--- config.mk ---
export PLATFORM = sky130hd
export DESIGN_NAME = window_filter_ctrl
export DESIGN_NICKNAME = d
export VERILOG_FILES = /design/src/rtl/window_filter_ctrl.sv
export SDC_FILE = /design/constraint.sdc
export NUM_CORES = 1
export LEC_CHECK = 0
export BUFFER_PORTS_ARGS = -buffer_cell sky130_fd_sc_hd__buf_4
export CORE_ASPECT_RATIO = 1.5
export CORE_MARGIN = 5
export CORE_UTILIZATION = 53
export CTS_BUF_LIST = sky130_fd_sc_hd__clkbuf_4
export DETAILED_ROUTE_END_ITERATION = 7
export HOLD_SLACK_MARGIN = 0.1
export PLACE_DENSITY = 0.79
export SLEW_MARGIN = 25
export SYNTH_ARGS = -nofsm -noshare
export SYNTH_HDL_FRONTEND = slang
export SYNTH_SLANG_ARGS = --single-unit
--- constraint.sdc ---
create_clock -name clk -period 3.8 [get_ports clk]
set_input_delay 0.38 -clock clk [delete_from_list [all_inputs] [get_ports clk]]
set_output_delay 0.38 -clock clk [all_outputs]
set_load 0.02 [all_outputs]
--- src/rtl/window_filter_ctrl.sv ---
// window_filter_ctrl: frame-level control for the 3x3 window filter.
// Arms on a clean VS rise, latches per-frame config, selects the result from
// the filter's sort outputs, substitutes border pixels and checks geometry.
module window_filter_ctrl #(
  parameter int DATA_WIDTH = 8,
  parameter int IMG_W      = 640,
  parameter int IMG_H      = 480,
  parameter int CNT_W      = 12
) (
  input  logic                  clk,
  input  logic                  reset_p,
  input  logic                  enable,
  input  logic [1:0]            cfg_mode,
  input  logic                  cfg_border_en,
  input  logic [DATA_WIDTH-1:0] cfg_border_val,
  input  logic [DATA_WIDTH-1:0] fil_min,
  input  logic [DATA_WIDTH-1:0] fil_mid,
  input  logic [DATA_WIDTH-1:0] fil_max,
  input  logic                  fil_valid,
  input  logic                  fil_hs,
  input  logic                  fil_vs,
  output logic [DATA_WIDTH-1:0] data_out,
  output logic                  data_out_valid,
  output logic                  data_out_hs,
  output logic                  data_out_vs,
  output logic                  busy,
  output logic                  frame_done,
  output logic                  err_line,
  output logic                  err_frame
);

  typedef enum logic [1:0] {S_IDLE, S_ARMED, S_ACTIVE, S_DONE} state_t;

  localparam logic [CNT_W-1:0] W_C    = CNT_W'(IMG_W);
  localparam logic [CNT_W-1:0] H_C    = CNT_W'(IMG_H);
  localparam logic [CNT_W-1:0] W_LAST = CNT_W'(IMG_W - 1);
  localparam logic [CNT_W-1:0] H_LAST = CNT_W'(IMG_H - 1);
  localparam logic [CNT_W-1:0] ONE    = CNT_W'(1);

  state_t                  state_q, state_d;
  logic                    seen_low_q, seen_low_d;
  logic                    start;
  logic [CNT_W-1:0]        col_q, col_d, row_q, row_d;
  logic                    err_line_q, err_line_d, err_frame_q, err_frame_d;
  logic [1:0]              mode_q;
  logic                    ben_q;
  logic [DATA_WIDTH-1:0]   bval_q;
  logic                    hs_q;
  logic [DATA_WIDTH-1:0]   dout_q;
  logic                    vld_q, hs_o_q, vs_o_q, busy_q, done_q;

  // Effective per-cycle views: on the start cycle the fresh config and
  // cleared counters apply so a pixel on the VS-rise cycle is handled right.
  logic                    act, px, hs_fall, line_end, border;
  logic [CNT_W-1:0]        col_b, row_b;
  logic [1:0]              mode_e;
  logic                    ben_e;
  logic [DATA_WIDTH-1:0]   bval_e, res, pix;

  // Next-state logic; ARMED needs one sampled VS-low before a rise counts
  always_comb begin
    state_d    = state_q;
    seen_low_d = 1'b0;
    start      = 1'b0;
    case (state_q)
      S_IDLE:   if (enable) state_d = S_ARMED;
      S_ARMED: begin
        if (!enable) state_d = S_IDLE;
        else if (seen_low_q && fil_vs) begin
          state_d = S_ACTIVE;
          start   = 1'b1;
        end else seen_low_d = seen_low_q | ~fil_vs;
      end
      S_ACTIVE: if (!fil_vs) state_d = S_DONE;
      S_DONE:   state_d = enable ? S_ARMED : S_IDLE;
      default:  state_d = S_IDLE;
    endcase
  end

  // Position counters, geometry checks and result/border selection
  always_comb begin
    act      = (state_q == S_ACTIVE) | start;
    px       = fil_valid & fil_hs & fil_vs;
    col_b    = start ? '0 : col_q;
    row_b    = start ? '0 : row_q;
    mode_e   = start ? cfg_mode : mode_q;
    ben_e    = start ? cfg_border_en : ben_q;
    bval_e   = start ? cfg_border_val : bval_q;
    hs_fall  = hs_q & ~fil_hs;
    line_end = act & hs_fall & (col_b != '0);

    col_d       = col_q;
    row_d       = row_q;
    err_line_d  = start ? 1'b0 : err_line_q;
    err_frame_d = start ? 1'b0 : err_frame_q;
    if (act) begin
      col_d = col_b;
      row_d = row_b;
      if (px && col_b != '1) col_d = col_b + ONE;
      if (line_end) begin
        if (col_b != W_C) err_line_d = 1'b1;
        if (row_b != '1) row_d = row_b + ONE;
        col_d = '0;
      end
    end
    // row_d already includes a line closed in the same cycle as VS fall
    if (state_q == S_ACTIVE && state_d == S_DONE && row_d != H_C) err_frame_d = 1'b1;

    case (mode_e)
      2'd0:    res = fil_min;
      2'd1:    res = fil_mid;
      2'd2:    res = fil_max;
      default: res = fil_max - fil_min;
    endcase
    border = ben_e & ((row_b == '0) | (row_b == H_LAST) | (col_b == '0) | (col_b == W_LAST));
    pix    = border ? bval_e : res;
  end

  // State, counters, shadow config and registered outputs
  always_ff @(posedge clk or posedge reset_p) begin
    if (reset_p) begin
      state_q     <= S_IDLE;
      seen_low_q  <= 1'b0;
      col_q       <= '0;
      row_q       <= '0;
      err_line_q  <= 1'b0;
      err_frame_q <= 1'b0;
      mode_q      <= '0;
      ben_q       <= 1'b0;
      bval_q      <= '0;
      hs_q        <= 1'b0;
      dout_q      <= '0;
      vld_q       <= 1'b0;
      hs_o_q      <= 1'b0;
      vs_o_q      <= 1'b0;
      busy_q      <= 1'b0;
      done_q      <= 1'b0;
    end else begin
      state_q     <= state_d;
      seen_low_q  <= seen_low_d;
      col_q       <= col_d;
      row_q       <= row_d;
      err_line_q  <= err_line_d;
      err_frame_q <= err_frame_d;
      if (start) begin
        mode_q <= cfg_mode;
        ben_q  <= cfg_border_en;
        bval_q <= cfg_border_val;
      end
      hs_q   <= fil_hs;
      if (act && px) dout_q <= pix;
      vld_q  <= act & px;
      hs_o_q <= act & fil_hs;
      vs_o_q <= act & fil_vs;
      busy_q <= (state_d == S_ACTIVE);
      done_q <= (state_d == S_DONE);
    end
  end

  assign data_out       = dout_q;
  assign data_out_valid = vld_q;
  assign data_out_hs    = hs_o_q;
  assign data_out_vs    = vs_o_q;
  assign busy           = busy_q;
  assign frame_done     = done_q;
  assign err_line       = err_line_q;
  assign err_frame      = err_frame_q;

endmodule

-- After elaboration in Yosys (flattened, before gate mapping)
Index checks and enable logic that the tools add are counted.
- add/sub/neg operators: 3
- eq/ne operators: 13
- muxes and demuxes: 30
- bitwise logic cells: 16
- reduce and logical (&&, ||, !) cells: 11
- operator list (cell ; count):
    12-bit 2-to-1 mux ; 7
    12-bit by 1-bit adder with 12-bit output (second input constant) ; 2
    12-bit zero test ; 2
    12-bit != test (second input constant) ; 2
    8-bit case mux with 3 select lines ; 1
    8-bit 2-to-1 mux ; 2
    1-bit 2-to-1 mux ; 14
    12-bit by 10-bit equality test with 1-bit output (second input constant) ; 1
    12-bit by 9-bit equality test with 1-bit output (second input constant) ; 1
    12-bit by 10-bit != test with 1-bit output (second input constant) ; 1
    12-bit by 9-bit != test with 1-bit output (second input constant) ; 1
    12-bit nonzero test ; 1
    2-bit equality test (second input constant) ; 5
    2-bit 2-to-1 mux ; 5
    1-bit bitwise AND ; 9
    2-bit case mux with 4 select lines ; 1
    8-bit subtractor ; 1
    1-bit logical AND ; 5
    1-bit OR ; 5
    2-bit by 1-bit equality test with 1-bit output (second input constant) ; 2
    2-bit zero test ; 2
    1-bit NOT ; 2
    2-bit nonzero test ; 1
- register bits: 54
- bits of input ports: 41
- output and inout bits: 15

-- Longest topological paths before layout
Gate-level depths: netlist of run 1.
- depth after elaboration: 12
- depth in mapped cells: 18

-- Least setup slack after synthesis of run 1
OpenSTA, ideal clock, no wires.
- path type: register to register
- from: register state_q[0]
- to: register err_frame_q (netlist: err_frame)
- library setup time: 0.136 ns
- data arrival time: 3.727 ns
- path slack: -0.062 ns
- cell stages (with the launch flop): 19
- period minus slack after synthesis: 3.862 ns
- path through: dfrtp_1 nand3b_1 or2_1 buf_6 clkbuf_1 clkbuf_1 buf_1 nand2_1 ha_1 nor4b_1 and4_1 buf_2 o32a_1 buf_6 nor4_4 xnor2_1 or3b_1 nor4_1 a31oi_1
- word-level cells in the longest chain between the ends: 10
- elaborated cells between the ends (all ways): 27
- classes of those cells: add/sub: 1; eq/ne: 6; mux: 12; bitwise: 3; reduce/logical: 5
- RTL lines (element ; RTL line ; text):
    start: declaration ; 40 ; state_t state_q, state_d;
    start signal: assignment ; 139 ; state_q <= state_d;
    2-bit by 1-bit equality test with 1-bit output ; 65 ; case (state_q)
    1-bit 2-to-1 mux ; 65 ;
    12-bit 2-to-1 mux, or another cell as far along ; 85 ; row_b = start ? '0 : row_q;
    12-bit by 1-bit adder with 12-bit output, or another cell as far along ; 102 ; if (row_b != '1) row_d = row_b + ONE;
    12-bit 2-to-1 mux / 1-bit bitwise AND (equally long branches) ; 102, 90 ;
    12-bit 2-to-1 mux ; 100 ; if (line_end) begin
    12-bit 2-to-1 mux ; 96 ; if (act) begin
    12-bit by 9-bit != test with 1-bit output ; 107 ; if (state_q == S_ACTIVE && state_d == S_DONE && row_d != H_C) err_frame_d = 1'b1;
    1-bit logical AND ; 107 ;
    1-bit 2-to-1 mux / 2-bit nonzero test (equally long branches) ; n/a ;
    end signal: assignment ; 144 ; err_frame_q <= err_frame_d;
    end: declaration ; 44 ; logic err_line_q, err_line_d, err_frame_q, err_frame_d;
Several ways; a longest one is shown, not always the timed one.
A chain may end at the register's enable or synchronous reset.

-- Worst setup path in the final report of run 1
- from: register state_q[1]
- to: register err_frame_q (netlist: err_frame)
Same word-level chain as after synthesis.

==> results of run 1 <==
registers in the layout, indices dropped and copies added, names as in the netlist, 2 cells and up:
| name | flops |
|---|---|
| bval_q | 8 |
| row_q | 12 |
| state_q | 2 |
| col_q | 12 |
| data_out | 8 |
| mode_q | 2 |
worst max-delay path by stage:
stage | start | endpoint | slack, ns | depth (start not counted)
2_1_floorplan | state_q[0] | err_frame | 0.04 | 18
3_3_place_gp | enable | err_frame | 0.42 | 13
3_5_place_dp | enable | err_frame | 0.32 | 13
4_1_cts | state_q[1] | err_frame | 0.30 | 12
5_1_grt | state_q[1] | err_frame | 0.08 | 13
6_report | state_q[1] | err_frame | 0.38 | 12
layout by cell type, fill, tap and decap left out, drive strengths merged, types with 7 or more instances in the layout:
cell	netlist	routed
nor3	12	12
nand3	17	17
ha	11	11
inv	23	23
nor2	39	39
nand4	10	10
dfrtp	54	54
o21ai	22	22
nor4	7	7
a21oi	21	21
nand2	63	63
buf	9	67
cell type report:
cell class | instances | share of cell area
multi-input combinational | 296 | 0.463
timing repair buffer | 68 | 0.131
sequential | 54 | 0.346
clock inverter | 2 | 0.00224
tap | 74 | 0.0237
clock buffer | 6 | 0.0115
inverter | 23 | 0.0221
power by group:
part | switching (mW) | total, mW | internal, mW | leakage, nW
Combinational | 0.185 | 0.330 | 0.145 | 1.08
Sequential | 0.0239 | 0.644 | 0.620 | 0.730
Clock | 0.180 | 0.257 | 0.0772 | 0.0331
Total | 0.389 | 1.23 | 0.842 | 1.84
kinds of logic (layout without fill, tap and decap cells):
| kind of cell | Yosys count | count (layout) | share of synthesized area |
|---|---|---|---|
| XOR/XNOR | 11 | 11 | 0.0289 |
| flip-flops | 54 | 54 | 0.405 |
| multiplexers | 6 | 6 | 0.0218 |
| AO/OA/AOI/OAI | 81 | 81 | 0.161 |
| buffers and inverters | 40 | 99 | 0.0529 |
| AND/OR/NAND/NOR | 186 | 186 | 0.283 |
| adder cells (fa/ha/maj) | 12 | 12 | 0.0473 |
metal layers:
metal,global-route usage,wire length (um),part of all wire
met5,0,0,0
met4,0.0878,221,0.026
met3,0.0338,497,0.059
met2,0.397,4540,0.53
met1,0.262,3230,0.38
metrics by stage:
step	total power, mW	area, um2	hold WS (ns)
5_1_grt	1.29	3910	0.118
3_5_place_dp	0.986	3840	0.459
6_report	1.23	3910	0.114
3_3_place_gp	0.976	3840	0.456
4_1_cts	1.23	3900	0.115
2_1_floorplan	0.857	3340	0.411
worst max-delay path: stages (launching register included):
cell      delay (ns)
dfrtp_1         0.43
nand3b_1        0.27
or2_4           0.35
nand2_1         0.11
ha_1            0.23
nor4b_1         0.32
and4_1          0.37
o32a_1          0.26
nor4_4          0.07
xnor2_1         0.16
or3b_1          0.37
nor4_1          0.25
a31oi_1         0.12
repair_timing:
item / in CTS / in global routing
endpoints found under the setup margin: 0 / 1
hold buffers: 1 / 0
resized for setup: 0 / 1
endpoints found under the hold margin: 26 / 0
setup buffers: 0 / 0
==> results.md, run 1 <==
* Cell taking the most area after synthesis: dfrtp_1
* Worst Path Max Fanout at 13
* CP Launch Type: register
* Flops & latches, synth at 54
* Final design utilization at 0.637
* IO buf count at 55
* Die ar. at between 8000 and 9000 um2
* Max cap viols at 0
* Antenna viol nets, final at 0
* Gr usage total at 0.224
* GR Overflow Total at 0
* Final setup vio count at 0
* Area growth from synthesis to layout at 17.1%
* Reg area at 1350 um2
* Worst Path Arrival at around 3.7 ns
* Post-Route WL at approximately 8.5 mm
* CTS tree: done
* Synth area leaders: dfrtp_1 41%, nand2_1 7.0%, ha_1 4.1%
* Status: complete, no violations
* Most instantiated library cell after synthesis: nand2_1
* Post-Route Setup TNS at 0 ns
* Final hold viol count at 0
* Reg-to-reg endpoint: err_frame
* Core Footprint at 6130 um2
* Worst slew pin tran at about 0.68 ns
* Synthesized net count at roughly 440
* DRC at 0
* RSZ-0062 raised after global routing: no
* Async set-or-reset flop fraction in the synthesized netlist at 1.00
* # nets final at ~500
* P_leak at roughly 1.8 nW
* Worst-Skew Late Latency at ~0.38 ns
* RePlAce Congestion at 0.998
* Non-filler cells in the finished layout at roughly 520
* Starting Density at 0.544
* DR vias/cell at 5.89
* Worst r2r src: state_q[1]
* FP Rows at 35
* Final worst-path setup slack at ~0.38 ns
* Io pins at between 50 and 60
* DIE HEIGHT at ~110 um
* Share of the synthesized area in the top cell type at 0.405
* VDD IR max at approximately 0.19 mV
* CTS sink cnt at 54
* Vias post-DR at about 3000
* Number of global-route vias before repair at a little over 3000
* Diodes inserted at 0
* Path depth of the worst reg2reg path at 12
* Final Max Slew Viols at 0
* R2r setup slk at 0.38 ns
* Synth Instances at 390
* Post-synthesis sequential area ratio at 0.405
* Critical path class: reg -> reg
* Initial antenna violation count at 0
* Dpl cells at 514
* CP endpoint kind: register
* Syn Area/Cell at roughly 8.5 um2
* First-pass GRT wire length at between 10 and 15 mm
* Fraction of final layout cells with drive strength greater than 1 at 0.198
* Setup WS pre-CTS at between 0.3 and 0.4 ns
* Multi-input logic area at 1810 um2
* Reg clk slew, reported paths at around 0.15 ns
* Pwr per Cell Area at around 320 nW/um2
* Max Freq at 293 MHz
* FILL cells at 540
* H-tree Lvls at 2
* Worst Min Path Start: fil_hs
* Die span in x at between 70 and 80 um
* CTS Buffer Depth at 2
* Num CTS Buffers at 5
* Post-route minimum period at approximately 3.4 ns
* Synth cell types at 60
* CTS Root Cell: clkbuf_4
* Final Skew at about 0.0094 ns
* Slew margin rel. at 0.546
* Worst Hold Class: in -> reg
* Worst Path Required at slightly above 4 ns
* Hold endpoint: hs_q
* Number of DRC markers in iteration 0 at roughly 260
* HPWL after DPL at 6.71 mm
* Post-route clock period utilization at 0.899
* Synth Flop Type: dfrtp_1
* Drt wl/cell at between 15 and 20 um
* TritonRoute pass-1 iters at 4
* Synth cell count leaders: 62 x nand2_1, 54 x dfrtp_1, 36 x nor2_1
* Largest net degree at the start of global routing at 29
* Number of flops mapped to enable cells by yosys at 0
* Post-Synthesis Cell Area at around 3300 um2
* Hold Path Stages at 1
* Syn. warnings at 0
(Power assumes the default switching activity.)
==> run 2, diff against run 1 <==
CORE_ASPECT_RATIO = 1.2   (was 1.5)
==> run 2 against run 1 <==
  * Routed wire length down 3.5%
  * Sequential share of layout area down 0.38 points
  * First-iteration DRC count up 6.8%
  * Clock skew up 0.0020 ns
  * Maximum frequency down 2.6%
  * Hold slack better by 0.084 ns
  * Combinational power about the same
  * Core utilization up 1.2 points
  * Final cell count up 1.7%
  * Highest routed layer unchanged
==> results.md, run 2 (synthesis gave the netlist of run 1 again) <==
* VDD IR max at 0.173 mV (was 0.191 mV)
* CTS sink cnt at 54 (unchanged)
* # nets final at 502 (was 501)
* Total power at 1.29 mW (was 1.23 mW)
* Number of DRC markers in iteration 0 at 281 (was 263)
* Antenna viol nets, final at 0 (unchanged)
* Hold Path Stages at 3 (was 1)
* Worst Hold Class: in -> reg (unchanged)
* RSZ-0062 raised after global routing: no (unchanged)
* Max cap viols at 0 (unchanged)
* CP Launch Type: register (unchanged)
* Reg clk slew, reported paths at 0.15 ns (about the same)
* FP Rows at 31 (was 35)
* Drt wl/cell at 15.4 um (was 16.2 um)
* Dpl cells at 522 (was 514)
* Die span in x at 82.4 um (was 74.8 um)
* Largest net degree at the start of global routing at 55 (was 29)
* Status: complete, no violations (unchanged)
* Path depth of the worst reg2reg path at 12 (unchanged)
* Number of global-route vias before repair at 3055 (was 3097)
* Post-Route WL at 8.19 mm (was 8.49 mm)
* Post-route clock period utilization at 0.923 (was 0.899)
* P_leak at 1.85 nW (was 1.84 nW)
* Gr usage total at 0.212 (was 0.224)
* Worst Path Arrival at 3.78 ns (was 3.69 ns)
* RePlAce Congestion at 0.927 (was 0.998)
* H-tree Lvls at 2 (unchanged)
* Worst Path Max Fanout at 13 (unchanged)
* Setup WS pre-CTS at 0.370 ns (was 0.320 ns)
* First-pass GRT wire length at 13.5 mm (was 14.1 mm)
* Final Max Slew Viols at 0 (unchanged)
* Final hold viol count at 0 (unchanged)
* CTS Root Cell: clkbuf_4 (unchanged)
* Slew margin rel. at 0.565 (was 0.546)
* CTS tree: done (unchanged)
* Final setup vio count at 0 (unchanged)
* Critical path class: reg -> reg (unchanged)
* Area growth from synthesis to layout at 18.5% (was 17.1%)
* DIE HEIGHT at 96.9 um (was 107 um)
* Initial antenna violation count at 0 (unchanged)
* Final Skew at 0.0115 ns (was 0.00945 ns)
* Core Footprint at 6090 um2 (was 6130 um2)
* Non-filler cells in the finished layout at 532 (was 523)
* Worst Path Required at 4.07 ns (was 4.08 ns)
* Pwr per Cell Area at 326 nW/um2 (was 315 nW/um2)
* TritonRoute pass-1 iters at 5 (was 4)
* Starting Density at 0.548 (was 0.544)
* CP endpoint kind: register (unchanged)
* GR Overflow Total at 0 (unchanged)
* Worst-Skew Late Latency at 0.38 ns (about the same)
* Commonest non-fill, non-tap cell in the layout: buf_4 (unchanged)
* Final worst-path setup slack at 0.293 ns (was 0.383 ns)
* Worst slew pin tran at 0.652 ns (was 0.681 ns)
* Post-Route Setup TNS at 0 ns (unchanged)
* Io pins at 56 (unchanged)
* Post-route minimum period at 3.51 ns (was 3.42 ns)
* Diodes inserted at 0 (unchanged)
* Die ar. at 7980 um2 (was 8010 um2)
* Vias post-DR at 3151 (was 3078)
* DRC at 0 (unchanged)
* IO buf count at 55 (unchanged)
* # Post-CTS Setup Buffers at 0 (unchanged)
* Max Freq at 285 MHz (was 293 MHz)
* DR vias/cell at 5.92 (was 5.89)
* Num CTS Buffers at 5 (unchanged)
* CTS Buffer Depth at 2 (unchanged)
* Most frequent cells in the layout: 67 x buf_4, 62 x nand2_1, 54 x dfrtp_1, 36 x nor2_1, 21 x a21oi_1 (unchanged)
* Fraction of final layout cells with drive strength greater than 1 at 0.198 (about the same)
* HPWL after DPL at 6.12 mm (was 6.71 mm)
* Largest regs: col_q: 12 flops, row_q: 12 flops (unchanged)
[run 2: path summary, 6_finish.rpt]
kind	from	to	slack (ns)
worst max-delay path	state_q[1]	err_frame	0.29
worst min-delay path	cfg_border_val[7]	bval_q[7]	0.20
worst max register to register	state_q[1]	err_frame	0.29
worst min register to register	bval_q[4]	bval_q[4]	0.49
max in group asynchronous	reset_p	hs_q	2.72
min in group asynchronous	reset_p	data_out[1]	0.65
[run 2: final cells by class]
type	instances	area (um2)
sequential	54	1350
inverter	23	88.8
fill	523	2140
multi-input combinational	296	1810
tap	82	103
clock inverter	3	40.0
timing repair buffer	69	523
clock buffer	5	37.5
[run 2: repair_timing]
action,in CTS,in global routing
hold buffers,1,1
gates resized for setup,0,0
endpoints found under the hold margin,16,1
[run 2: worst max-delay path: stages (launching register included)]
cell and delay [ns]:
dfrtp_1 0.43, nand3b_1 0.26, or2_1 0.44, nand2_1 0.17, ha_1 0.25, nor4b_1 0.32
and4_1 0.36, o32a_1 0.24, nor4_4 0.07, xnor2_1 0.18, or3b_1 0.37, nor4_1 0.20
a31oi_1 0.12
[run 2: stage by stage]
| step | area, um2 | hold WS, ns | util |
|---|---|---|---|
| 5_1_grt | 3950 | 0.201 | 0.649 |
| 3_5_place_dp | 3850 | 0.459 | 0.633 |
| 4_1_cts | 3940 | 0.120 | 0.647 |
| 6_report | 3950 | 0.198 | 0.649 |
| 2_1_floorplan | 3340 | 0.411 | - |
| 3_3_place_gp | 3850 | 0.457 | 0.632 |
[run 2: where the power goes]
| part | switching, mW | internal, mW | total (mW) | leakage [nW] |
|---|---|---|---|---|
| combinational | 0.185 | 0.143 | 0.328 | 1.08 |
| sequential | 0.0231 | 0.620 | 0.643 | 0.730 |
| clock | 0.180 | 0.137 | 0.317 | 0.0450 |
[run 2: layer usage]
layer,vias up,global-route usage,part of all wire
li1,1516,-,-
met1,1467,0.253,0.41
met2,139,0.349,0.48
met3,29,0.0493,0.072
met4,0,0.0997,0.035
met5,-,0,0
==> run 3, diff against run 2 <==
SETUP_SLACK_MARGIN = 0.3   (was default)
==> run 3 against run 2 <==
  * Routed wire length is 6.4% lower
  * Via count is 3.9% lower
  * Combinational power about the same
  * Hold slack lost 0.070 ns
  * Sequential power hardly changed
  * Die area unchanged
  * Core utilization down 0.68 points
  * Setup slack better by 0.32 ns
  * Non-clock buffer count is 4 lower
  * Sequential cell count unchanged
  * Final cell count down 0.75%
==> results.md, run 3 (synthesis gave the netlist of run 1 again) <==
* Vias post-DR at 3029 (was 3151)
* Final Cell Area at 3910 um2 (was 3950 um2)
* Non-filler cells in the finished layout at 528 (was 532)
* Number of DRC markers in iteration 0 at 190 (was 281)
* CP max stage delay at 0.57 ns (was 0.44 ns)
* Area of placed instances at 3840 um2 (was 3850 um2)
* Final Skew at 0.00959 ns (was 0.0115 ns)
* Most frequent cells in the layout: 65 x buf_4, 62 x nand2_1, 54 x dfrtp_1, 36 x nor2_1, 21 x a21oi_1 (was 67 x buf_4, 62 x nand2_1, 54 x dfrtp_1, 36 x nor2_1, 21 x a21oi_1)
* Post-route minimum period at 3.19 ns (was 3.51 ns)
* # nets final at 498 (was 502)
* Status: complete, no violations (unchanged)
* Worst Path Arrival at 3.45 ns (was 3.78 ns)
* P_leak at 1.83 nW (was 1.85 nW)
* CTS Buffer Depth at 2 (unchanged)
* Reg clk slew, reported paths at 0.14 ns (was 0.15 ns)
* Post-route clock period utilization at 0.839 (was 0.923)
* VDD IR max at 0.157 mV (was 0.173 mV)
* Post-Route WL at 7.66 mm (was 8.19 mm)
* Die span in x at 82.4 um (unchanged)
* CP endpoint kind: register (unchanged)
* CP Launch Type: register (unchanged)
* Slew margin rel. at 0.564 (was 0.565)
* Antenna viol nets, final at 0 (unchanged)
* Worst Hold Class: in -> reg (unchanged)
* Starting Density at 0.548 (unchanged)
* Max Freq at 314 MHz (was 285 MHz)
* FP Rows at 31 (unchanged)
* RSZ-0062 raised after global routing: no (unchanged)
* FILL cells at 548 (was 523)
* Largest regs: col_q: 12 flops, row_q: 12 flops (unchanged)
* Fraction of final layout cells with drive strength greater than 1 at 0.200 (was 0.198)
* CP cell instances: nand3b_1 > or2_4 > nand2_1 > inv_1 > ha_1 > nand4_1 > nor4_2 > nor4_4 > xnor2_1 > or3b_1 > nor4_1 > a31oi_1 (was nand3b_1 > or2_1 > nand2_1 > ha_1 > nor4b_1 > and4_1 > o32a_1 > nor4_4 > xnor2_1 > or3b_1 > nor4_1 > a31oi_1)
* CTS Root Cell: clkbuf_4 (unchanged)
* Final worst-path setup slack at 0.613 ns (was 0.293 ns)
* Post-Route Setup TNS at 0 ns (unchanged)
* Multi-input logic area at 1830 um2 (was 1810 um2)
* Slowest cell on crit path: nor4_2 (was or2_1)
* Total power at 1.22 mW (was 1.29 mW)
* Die ar. at 7980 um2 (unchanged)
* Core Footprint at 6090 um2 (unchanged)
* Dpl cells at 520 (was 522)
* First-pass GRT wire length at 12.8 mm (was 13.5 mm)
* TritonRoute pass-1 iters at 5 (unchanged)
* Pwr per Cell Area at 311 nW/um2 (was 326 nW/um2)
* Initial antenna violation count at 0 (unchanged)
* Area growth from synthesis to layout at 17.2% (was 18.5%)
* H-tree Lvls at 2 (unchanged)
* Max cap viols at 0 (unchanged)
* CTS tree: done (unchanged)
* Gr usage total at 0.199 (was 0.212)
* HPWL after DPL at 5.88 mm (was 6.12 mm)
* Worst-Skew Late Latency at 0.37 ns (was 0.38 ns)
* Reg area at 1350 um2 (unchanged)
* Setup WS pre-CTS at 0.282 ns (was 0.370 ns)
* Number of global-route vias before repair at 2900 (was 3055)
* Largest net degree at the start of global routing at 55 (unchanged)
* Commonest non-fill, non-tap cell in the layout: buf_4 (unchanged)
* Worst Path Max Fanout at 14 (was 13)
* Worst Path Required at 4.06 ns (was 4.07 ns)
* Worst slew pin tran at 0.653 ns (was 0.652 ns)
* Final hold viol count at 0 (unchanged)
* Final Max Slew Viols at 0 (unchanged)
* DIE HEIGHT at 96.9 um (unchanged)
* Io pins at 56 (unchanged)
* DRC at 0 (unchanged)
* DR vias/cell at 5.74 (was 5.92)
* Hold Buf Count CTS at 0 (was 1)
* CTS sink cnt at 54 (unchanged)
* GR Overflow Total at 0 (unchanged)
* RePlAce Congestion at 0.912 (was 0.927)
* Critical path class: reg -> reg (unchanged)
* Final setup vio count at 0 (unchanged)
* Diodes inserted at 0 (unchanged)
* IO buf count at 55 (unchanged)
* Drt wl/cell at 14.5 um (was 15.4 um)
* Num CTS Buffers at 5 (unchanged)
## run 3: metal layers
layer  vias to the layer above  wire, um  GRT usage
met5                         -         0          0
met4                         0       191     0.0831
met3                        18       446     0.0400
met2                        91      3740      0.322
met1                      1411      3280      0.253
li1                       1509         -          -
## run 3: metrics by stage
step,utilization,hold WS [ns]
floorplan,-,0.411
global placement,0.631,0.456
detailed placement,0.631,0.460
CTS,0.640,0.110
global route,0.642,0.114
finish,0.642,0.128
## run 3: power by group
part | internal, mW | leakage [nW] | total [mW] | switching, mW
clock network | 0.0771 | 0.0331 | 0.248 | 0.171
registers | 0.620 | 0.730 | 0.642 | 0.0222
logic | 0.143 | 1.07 | 0.327 | 0.184
## run 3: layout make-up
type	count	share of cell area
timing repair buffer	65	0.125
tap	82	0.0262
sequential	54	0.346
multi-input combinational	296	0.467
clock inverter	2	0.00224
inverter	23	0.0221
clock buffer	6	0.0115
## run 3: worst max-delay path: cells and delay by family (launching register included)
family / cells / cell delay [ns]
AND/OR/NAND/NOR: 8 / 1.99
flip-flops: 1 / 0.44
adder cells (fa/ha/maj): 1 / 0.25
XOR/XNOR: 1 / 0.18
AO/OA/AOI/OAI: 1 / 0.12
buffers and inverters: 1 / 0.10
## run 3: path summary, 6_finish.rpt
path / to / from / cells after the start / slack, ns
max: err_frame / state_q[0] / 12 / 0.61
min: hs_q / fil_hs / 1 / 0.13
max reg2reg: err_frame / state_q[0] / 12 / 0.61
min reg2reg: bval_q[4] / bval_q[4] / 2 / 0.49
max in group asynchronous: col_q[10] / reset_p / 3 / 3.20
min in group asynchronous: data_out[6] / reset_p / 3 / 0.16
## run 3: repair_timing
action,4_1_cts,5_1_grt
gates resized for setup,0,5
setup endpoints to repair,0,3
setup buffers,0,0
